### src/rtl/tokenizer_pkg.sv
// tokenizer_pkg
// Shared definitions for the byte-serial tokenizer:
//   - default character constants (EOL, word separators, case-fold range/offset)
//   - input character classification enum
//   - per-entry flag struct {first, last, trunc}
//   - is_delim / classify helpers
// The optional build macro TOKENIZER_CASEFOLD_EN is consumed by tokenizer_stream.
package tokenizer_pkg;

  localparam logic [7:0] TOK_CHAR_EOL     = 8'h0A;
  localparam logic [7:0] TOK_CHAR_WC      = 8'h20;
  localparam logic [7:0] TOK_CHAR_WC2     = 8'h09;
  localparam logic [7:0] TOK_CHAR_LOWER_A = 8'h61;
  localparam logic [7:0] TOK_CHAR_LOWER_Z = 8'h7A;
  localparam logic [7:0] TOK_FOLD_OFFSET  = 8'h20;

  typedef enum logic [1:0] {
    CLS_CHAR = 2'd0,
    CLS_SEP  = 2'd1,
    CLS_EOL  = 2'd2
  } tok_class_e;

  // Flags stored next to each character. The character itself is kept
  // outside this struct so its width can follow the DATA_WIDTH parameter.
  typedef struct packed {
    logic first;
    logic last;
    logic trunc;
  } tok_flags_t;

  localparam int unsigned TOK_FLAG_W = $bits(tok_flags_t);

  // Arguments are zero-extended characters so one helper serves any width.
  function automatic logic is_delim(input logic [31:0] c,
                                    input logic [31:0] eol,
                                    input logic [31:0] wc,
                                    input logic [31:0] wc2);
    return (c == eol) || (c == wc) || (c == wc2);
  endfunction

  function automatic tok_class_e classify(input logic [31:0] c,
                                          input logic [31:0] eol,
                                          input logic [31:0] wc,
                                          input logic [31:0] wc2);
    if (!is_delim(c, eol, wc, wc2)) return CLS_CHAR;
    if (c == eol) return CLS_EOL;
    return CLS_SEP;
  endfunction

endpackage

### src/rtl/tokenizer_fifo.sv
// tokenizer_fifo
// Single-clock circular FIFO with asynchronous (combinational) read of the
// head entry. Pointers carry one extra MSB so full and empty are told apart
// when the index bits are equal.
// Ports:
//   clk_i, rst_ni      clock, asynchronous active-low reset
//   push_i, wdata_i    write request and entry (ignored when full)
//   pop_i              remove the head entry (ignored when empty)
//   rdata_o            current head entry
//   full_o, empty_o    occupancy status
//   level_o            number of stored entries, 0..DEPTH
// Build macro TOKENIZER_CASEFOLD_EN has no effect in this file.
module tokenizer_fifo
  import tokenizer_pkg::*;
#(
  parameter int unsigned DEPTH = 64,
  parameter int unsigned WIDTH = 11
) (
  input  logic                     clk_i,
  input  logic                     rst_ni,
  input  logic                     push_i,
  input  logic [WIDTH-1:0]         wdata_i,
  input  logic                     pop_i,
  output logic [WIDTH-1:0]         rdata_o,
  output logic                     full_o,
  output logic                     empty_o,
  output logic [$clog2(DEPTH):0]   level_o
);

  localparam int unsigned AW = $clog2(DEPTH);

  logic [WIDTH-1:0] mem_q [DEPTH];
  logic [AW:0]      wr_ptr_q, wr_ptr_d;
  logic [AW:0]      rd_ptr_q, rd_ptr_d;
  logic             do_push, do_pop;

  assign full_o  = (wr_ptr_q[AW] != rd_ptr_q[AW]) && (wr_ptr_q[AW-1:0] == rd_ptr_q[AW-1:0]);
  assign empty_o = (wr_ptr_q == rd_ptr_q);
  assign level_o = wr_ptr_q - rd_ptr_q;
  assign rdata_o = mem_q[rd_ptr_q[AW-1:0]];

  assign do_push = push_i && !full_o;
  assign do_pop  = pop_i && !empty_o;

  always_comb begin
    wr_ptr_d = wr_ptr_q;
    rd_ptr_d = rd_ptr_q;
    if (do_push) wr_ptr_d = wr_ptr_q + (AW+1)'(1);
    if (do_pop)  rd_ptr_d = rd_ptr_q + (AW+1)'(1);
  end

  always_ff @(posedge clk_i or negedge rst_ni) begin
    if (!rst_ni) begin
      wr_ptr_q <= '0;
      rd_ptr_q <= '0;
    end else begin
      wr_ptr_q <= wr_ptr_d;
      rd_ptr_q <= rd_ptr_d;
    end
  end

  // Storage needs no reset: the pointers decide what is visible.
  always_ff @(posedge clk_i) begin
    if (do_push) mem_q[wr_ptr_q[AW-1:0]] <= wdata_i;
  end

endmodule

### src/rtl/tokenizer_stream.sv
// tokenizer_stream
// Byte-serial tokenizer between the UART receiver and the parser. Characters
// arrive over a valid/ready handshake, are split into tokens on WC/WC2/EOL and
// buffered in tokenizer_fifo; only complete tokens are offered downstream,
// framed with first/last/eol/trunc flags. EOL is also emitted as its own
// one-character token.
// Ports:
//   i_clk, i_rst_n     clock, asynchronous active-low reset
//   i_en               block enable; low stalls both handshakes and holds state
//   i_data, i_valid    input character and its valid
//   o_ready            input character can be accepted
//   o_data, o_valid    head character and its valid
//   i_ready            parser accepts the head character
//   o_first, o_last    head is the first / last character of its token
//   o_eol              head is the EOL token
//   o_trunc            on the last character: token was cut at MAX_TOKEN
//   o_tokens           complete tokens currently held
// Build macro TOKENIZER_CASEFOLD_EN: when defined, ASCII a..z are stored as
// A..Z (delimiter detection still uses the raw byte).
module tokenizer_stream
  import tokenizer_pkg::*;
#(
  parameter int unsigned            DATA_WIDTH = 8,
  parameter int unsigned            DEPTH      = 64,
  parameter int unsigned            MAX_TOKEN  = 32,
  parameter logic [DATA_WIDTH-1:0]  EOL        = DATA_WIDTH'(TOK_CHAR_EOL),
  parameter logic [DATA_WIDTH-1:0]  WC         = DATA_WIDTH'(TOK_CHAR_WC),
  parameter logic [DATA_WIDTH-1:0]  WC2        = DATA_WIDTH'(TOK_CHAR_WC2)
) (
  input  logic                    i_clk,
  input  logic                    i_rst_n,
  input  logic                    i_en,
  input  logic [DATA_WIDTH-1:0]   i_data,
  input  logic                    i_valid,
  output logic                    o_ready,
  output logic [DATA_WIDTH-1:0]   o_data,
  output logic                    o_valid,
  input  logic                    i_ready,
  output logic                    o_first,
  output logic                    o_last,
  output logic                    o_eol,
  output logic                    o_trunc,
  output logic [$clog2(DEPTH):0]  o_tokens
);

  localparam int unsigned CW    = $clog2(DEPTH) + 1;
  localparam int unsigned LEN_W = $clog2(MAX_TOKEN + 1);
  localparam logic [LEN_W-1:0] MAX_LEN = LEN_W'(MAX_TOKEN);

  typedef struct packed {
    logic [DATA_WIDTH-1:0] data;
    tok_flags_t            flags;
  } entry_t;

  localparam int unsigned EW = $bits(entry_t);

  entry_t           stage_q, stage_d;
  logic             stage_vld_q, stage_vld_d;
  logic [LEN_W-1:0] len_q, len_d;
  logic             eol_pend_q, eol_pend_d;
  logic [CW-1:0]    tok_cnt_q, tok_cnt_d;

  entry_t           push_entry;
  entry_t           head;
  entry_t           eol_entry;
  logic             fifo_push;
  logic             fifo_pop;
  logic             fifo_full;
  logic             fifo_empty;
  logic [CW-1:0]    fifo_level;

  logic             accept;
  logic             eol_flush;
  tok_class_e       in_class;

  function automatic logic [DATA_WIDTH-1:0] fold_char(input logic [DATA_WIDTH-1:0] c);
`ifdef TOKENIZER_CASEFOLD_EN
    if ((32'(c) >= 32'(TOK_CHAR_LOWER_A)) && (32'(c) <= 32'(TOK_CHAR_LOWER_Z)))
      return c - DATA_WIDTH'(TOK_FOLD_OFFSET);
    return c;
`else
    return c;
`endif
  endfunction

  tokenizer_fifo #(
    .DEPTH (DEPTH),
    .WIDTH (EW)
  ) u_fifo (
    .clk_i   (i_clk),
    .rst_ni  (i_rst_n),
    .push_i  (fifo_push),
    .wdata_i (push_entry),
    .pop_i   (fifo_pop),
    .rdata_o (head),
    .full_o  (fifo_full),
    .empty_o (fifo_empty),
    .level_o (fifo_level)
  );

  // The reset term makes o_ready fall the moment reset is asserted rather
  // than waiting for the registers to clear; i_valid never feeds o_ready.
  assign o_ready   = i_rst_n && i_en && !fifo_full && !eol_pend_q;
  assign accept    = o_ready && i_valid;
  assign in_class  = classify(32'(i_data), 32'(EOL), 32'(WC), 32'(WC2));

  // A pending EOL token needs one free slot; o_ready is already low while it
  // waits, so it never competes with an accepted character.
  assign eol_flush = i_en && eol_pend_q && (fifo_level < CW'(DEPTH));

  assign eol_entry = '{data: EOL, flags: '{first: 1'b1, last: 1'b1, trunc: 1'b0}};

  // Staging keeps the newest character of the open token back from the FIFO
  // so that, when a delimiter arrives, it can be written with last=1 without
  // rewriting an entry already stored.
  always_comb begin
    stage_d     = stage_q;
    stage_vld_d = stage_vld_q;
    len_d       = len_q;
    eol_pend_d  = eol_pend_q;
    fifo_push   = 1'b0;
    push_entry  = '0;
    if (eol_flush) begin
      fifo_push  = 1'b1;
      push_entry = eol_entry;
      eol_pend_d = 1'b0;
    end else if (accept) begin
      case (in_class)
        CLS_EOL: begin
          fifo_push = 1'b1;
          if (stage_vld_q) begin
            push_entry            = stage_q;
            push_entry.flags.last = 1'b1;
            stage_d               = '0;
            stage_vld_d           = 1'b0;
            len_d                 = '0;
            eol_pend_d            = 1'b1;
          end else begin
            push_entry = eol_entry;
          end
        end
        CLS_SEP: begin
          if (stage_vld_q) begin
            fifo_push             = 1'b1;
            push_entry            = stage_q;
            push_entry.flags.last = 1'b1;
            stage_d               = '0;
            stage_vld_d           = 1'b0;
            len_d                 = '0;
          end
        end
        default: begin
          if (len_q == MAX_LEN) begin
            stage_d.flags.trunc = 1'b1;
          end else begin
            if (stage_vld_q) begin
              fifo_push              = 1'b1;
              push_entry.data        = stage_q.data;
              push_entry.flags.first = stage_q.flags.first;
            end
            stage_d.data        = fold_char(i_data);
            stage_d.flags.first = !stage_vld_q;
            stage_d.flags.last  = 1'b0;
            stage_d.flags.trunc = 1'b0;
            stage_vld_d         = 1'b1;
            len_d               = len_q + LEN_W'(1);
          end
        end
      endcase
    end
  end

  // Token count follows writes and reads of last-flagged entries; both in
  // the same cycle cancel out.
  always_comb begin
    tok_cnt_d = tok_cnt_q;
    case ({fifo_push && push_entry.flags.last, fifo_pop && head.flags.last})
      2'b10:   tok_cnt_d = tok_cnt_q + CW'(1);
      2'b01:   tok_cnt_d = tok_cnt_q - CW'(1);
      default: tok_cnt_d = tok_cnt_q;
    endcase
  end

  always_ff @(posedge i_clk or negedge i_rst_n) begin
    if (!i_rst_n) begin
      stage_q     <= '0;
      stage_vld_q <= 1'b0;
      len_q       <= '0;
      eol_pend_q  <= 1'b0;
      tok_cnt_q   <= '0;
    end else begin
      stage_q     <= stage_d;
      stage_vld_q <= stage_vld_d;
      len_q       <= len_d;
      eol_pend_q  <= eol_pend_d;
      tok_cnt_q   <= tok_cnt_d;
    end
  end

  // Only complete tokens are offered; the flags are gated so stale FIFO
  // contents never show up while nothing is valid.
  assign o_valid  = i_en && (tok_cnt_q != '0) && !fifo_empty;
  assign fifo_pop = o_valid && i_ready;
  assign o_data   = head.data;
  assign o_first  = o_valid && head.flags.first;
  assign o_last   = o_valid && head.flags.last;
  assign o_eol    = o_valid && head.flags.last && (head.data == EOL);
  assign o_trunc  = o_valid && head.flags.last && head.flags.trunc;
  assign o_tokens = tok_cnt_q;

endmodule

### config.mk
export PLATFORM = sky130hd
export DESIGN_NAME = tokenizer_stream
export DESIGN_NICKNAME = d
export VERILOG_FILES = /design/src/rtl/tokenizer_pkg.sv /design/src/rtl/tokenizer_fifo.sv /design/src/rtl/tokenizer_stream.sv
export SDC_FILE = /design/constraint.sdc
export NUM_CORES = 1
export LEC_CHECK = 0
export ABC_AREA = 1
export CAP_MARGIN = 40
export CORE_MARGIN = 3
export CORE_UTILIZATION = 49
export DETAILED_ROUTE_END_ITERATION = 8
export PLACE_DENSITY = 0.67
export SETUP_SLACK_MARGIN = 0.5
export SLEW_MARGIN = 20
export SYNTH_ARGS = -nofsm -noshare
export SYNTH_HDL_FRONTEND = slang
export SYNTH_SLANG_ARGS = --single-unit
### constraint.sdc
create_clock -name i_clk -period 6.47 [get_ports i_clk]
set_input_delay 1.941 -clock i_clk [delete_from_list [all_inputs] [get_ports i_clk]]
set_output_delay 1.941 -clock i_clk [all_outputs]
set_load 0.01 [all_outputs]
==> results.toml <==
[power_and_ir_drop]
swShare_pct = 36.6
vdd_drop_max_mv = 0.341
pwr-share-seq_pct = 36.8
p_per_area_nw_per_um2 = 413
p_int_w = 0.00939
p_sw_w = 0.00542
p_leak_nw = 13.5
power_frac_clock_pct = 29.2
comb_power_share_pct = 34.0

[timing]
post-route-worst-setup-slack_ns = 0.556
maxSlewHeadroom_pct = 39.6
fin_skew_ns = 0.0359
rsz0062_at_grt = "no"
worst_slew_pin_slew_ns = 0.903
setup_viol = 0
drv_slew = 0
final.min_clock_period_ns = 5.91
finalSetupTns_ns = 0
timing.final.crit_share_pct = 91.4
fmax_mhz = 169
final_hold_viol_count = 0

[global_routing]
track_usage_pct = 24.0
overflow = 0
grt_pass1_vias = 20700
antenna_found_initial = 0
grt_max_degree = 136
grt_pass1_wl_um = 123000

[worst_setup_path]
regToRegSetupSlack_ns = 1.88
crit_required_ns = 4.53
crit_end = "o_first"
worst-path-stages = 6
cp_slowest_cell = "clkdlybuf4s50_1"
r2r_end = "o_tokens[5]"
startpoint = "i_en"
worstRegToRegCells = 20
end_kind = "output port"
worst_path_largest_cell_delay_ns = 0.61
crit_family = "buffers and inverters"
crit_buf_inv = 3
path_max_fanout = 3
arrival_ns = 3.97
path_class = "primary input to output port"
crit_chain = "clkdlybuf4s50_1 -> a21boi_1 -> nand2_1 -> buf_4 -> a21oi_1 -> clkdlybuf4s50_1"
critPathLaunchType = "primary input"
r2r_start = "u_fifo.rd_ptr_q[2]"
crit_top_cell = "clkdlybuf4s50_1"

[placed_design]
port_buffers = 33
place_area_um2 = 33300
dpl_worst_slack_ns = 0.217
dp_hpwl_um = 48100
place_congestion = 0.874

[synthesis]
synth-seq-cells = 743
synth_flop_cell = "edfxtp_1"
yosysUniqueCellTypes = 49
synth_edf_count = 704
syn_inst = 2825
syn_area_um2 = 31600
ys_warn_count = 0
ys_async_sr_fraction_pct = 5.25
avgSynthCellArea_um2 = 11.2
ys_seq_area_share_pct = 70.1
synth.net_count = 2855

[clock_tree]
root_buffer = "clkbuf_16"
clk_pin_slew_ns = 0.05
clockBufferDepth = 3
htreeDepth = 3
cts_buffers = 78
cts_tree = "done"
ctsHoldBuffers = 0
insertion_delay_ns = 0.63
cts.sinks = 743

[die]
ios = 34
num_rows = 92
die_x_um = 260
core_region_area_um2 = 63400
die_h_um = 260
start_util_pct = 49.8
die_area_um2 = 67500

[drt]
ant_nets = 0
firstDrtPassIters = 6
vias_per_cell = 5.60
drc_errors = 0
num_vias = 21400
drt_iter0_markers = 2531
routed_wl_um = 80500
wl_per_cell_um = 21.1

[flow_run]
drv_cap = 0

[outcome]
status = "finished, final reports clean"

[cells_and_area]
layout.nets = 2941
areaGrowthSynthToFinish_pct = 13.5
antenna_cells = 0
stdcell_area_um2 = 35800
drive_above_1_share_pct = 9.53

[hold_path]
min_path_cells = 2
hold_path.class = "register to register"
registers in the layout (all words and copies together), names as in the netlist:
register         cells
o_tokens             7
stage_vld_q          1
stage_q             10
len_q                6
u_fifo.wr_ptr_q      7
u_fifo.rd_ptr_q      7
u_fifo.mem_q       704
eol_pend_q           1
final cells by class:
type / instances / area, µm²
Clock inverter: 42 / 375
Multi-Input combinational cell: 1760 / 8070
Clock buffer: 98 / 2070
Sequential cell: 743 / 22100
Tap cell: 846 / 1060
Timing Repair Buffer: 156 / 1470
Inverter: 172 / 674
Fill cell: 5144 / 27600
repair_timing:
item                       4_1_cts  5_1_grt
gates resized for setup          4        8
setup endpoints to repair        3        4
gates cloned                     0        0
pin swaps                        1        1
buffers inserted                 2        2
metal layers:
metal	track usage, %	part of all wire, %
met2	38.5	47
met5	0	0
met3	4.11	8.7
met1	33.3	41
met4	8.22	2.8
logic make-up (layout without fill, tap and decap cells):
family | Yosys count | count (layout) | synth area share (%)
adder cells (fa/ha/maj) | 17 | 17 | 0.698
AO/OA/AOI/OAI | 355 | 355 | 6.18
XOR/XNOR | 18 | 18 | 0.523
flip-flops | 743 | 743 | 70.1
AND/OR/NAND/NOR | 1370 | 1370 | 17.8
buffers and inverters | 322 | 468 | 4.69
power by group through the flow:
stage	sequential, W	combinational, W	clock, W
4_1_cts	0.00545	0.00494	0.00438
3_5_place_dp	0.00555	0.00489	0
2_1_floorplan	0.00548	0.00330	0
6_report	0.00545	0.00504	0.00433
3_3_place_gp	0.00554	0.00479	0
5_1_grt	0.00546	0.00554	0.00460
worst min-delay path, delay by kind of cell (launching register included):
family / cells / cell delay (ns)
AND/OR/NAND/NOR: 1 / 0.09
flip-flops: 1 / 0.34
AO/OA/AOI/OAI: 1 / 0.04
cells in the final DEF, fill, tap and decap left out, types with 3 or more instances in the layout:
cell,n
xnor2_1,7
clkbuf_16,80
clkinv_1,19
inv_2,4
a32o_1,7
nand4_1,7
ha_1,16
or2_2,9
o21ai_0,198
a31oi_1,4
nand3_4,4
nand4_2,3
nor2_4,9
buf_6,5
a22oi_1,4
clkbuf_1,18
clkinv_2,13
o211ai_1,38
nand2_2,5
nand2_4,3
xor2_1,10
clkdlybuf4s50_1,30
inv_6,3
inv_1,162
bufinv_16,6
clkinvlp_4,3
o21ai_1,37
nor3_1,3
edfxtp_1,704
nand3_1,217
buf_12,14
nand2_1,634
a21oi_1,48
buf_4,103
dfrtp_1,36
nor2_1,463
o22ai_1,14
metrics by stage:
step | hold WS [ns] | utilization [%] | instances | total power (W)
after CTS | 0.516 | 56.4 | 3814 | 0.0148
after floorplan | 0.468 | - | 2825 | 0.00878
final | 0.512 | 56.5 | 3817 | 0.0148
after global routing | 0.533 | 56.5 | 3817 | 0.0156
after detailed placement | 0.502 | 52.5 | 3672 | 0.0104
after global placement | 0.500 | 52.1 | 3646 | 0.0103
how the worst min path moves through the flow:
stage,start,end
after global routing,stage_q[0],stage_q[0]
after floorplan,stage_q[0],stage_q[0]
after global placement,stage_q[0],stage_q[0]
after detailed placement,len_q[0],len_q[0]
final,stage_q[0],stage_q[0]
after CTS,stage_q[0],stage_q[0]
synthesized netlist by cell type, types with 2 or more instances:
cell type	count	area share (%)
nand4_2	3	0.12
dfrtp_1	39	3.1
buf_4	21	0.50
o21ai_1	37	0.59
nand3_4	4	0.22
buf_2	75	1.2
edfxtp_1	704	67
a22oi_1	4	0.095
clkbuf_1	34	0.40
clkinv_1	4	0.048
inv_1	163	1.9
nand4_1	7	0.14
o211ai_1	38	0.90
nor4_1	2	0.040
xnor2_1	7	0.19
nand2_1	637	7.6
a21oi_1	48	0.76
buf_1	7	0.083
inv_2	4	0.048
a32o_1	7	0.22
o21ai_0	199	3.2
nor2_2	3	0.059
ha_1	16	0.63
nand2_2	3	0.059
xor2_1	10	0.28
o22ai_1	14	0.28
or2_2	9	0.18
nor3_1	3	0.048
a31oi_1	4	0.079
nand3_1	218	3.5
nor2_1	470	5.6
buf_6	13	0.46
nand2_4	2	0.071
(Power assumes the default switching activity.)
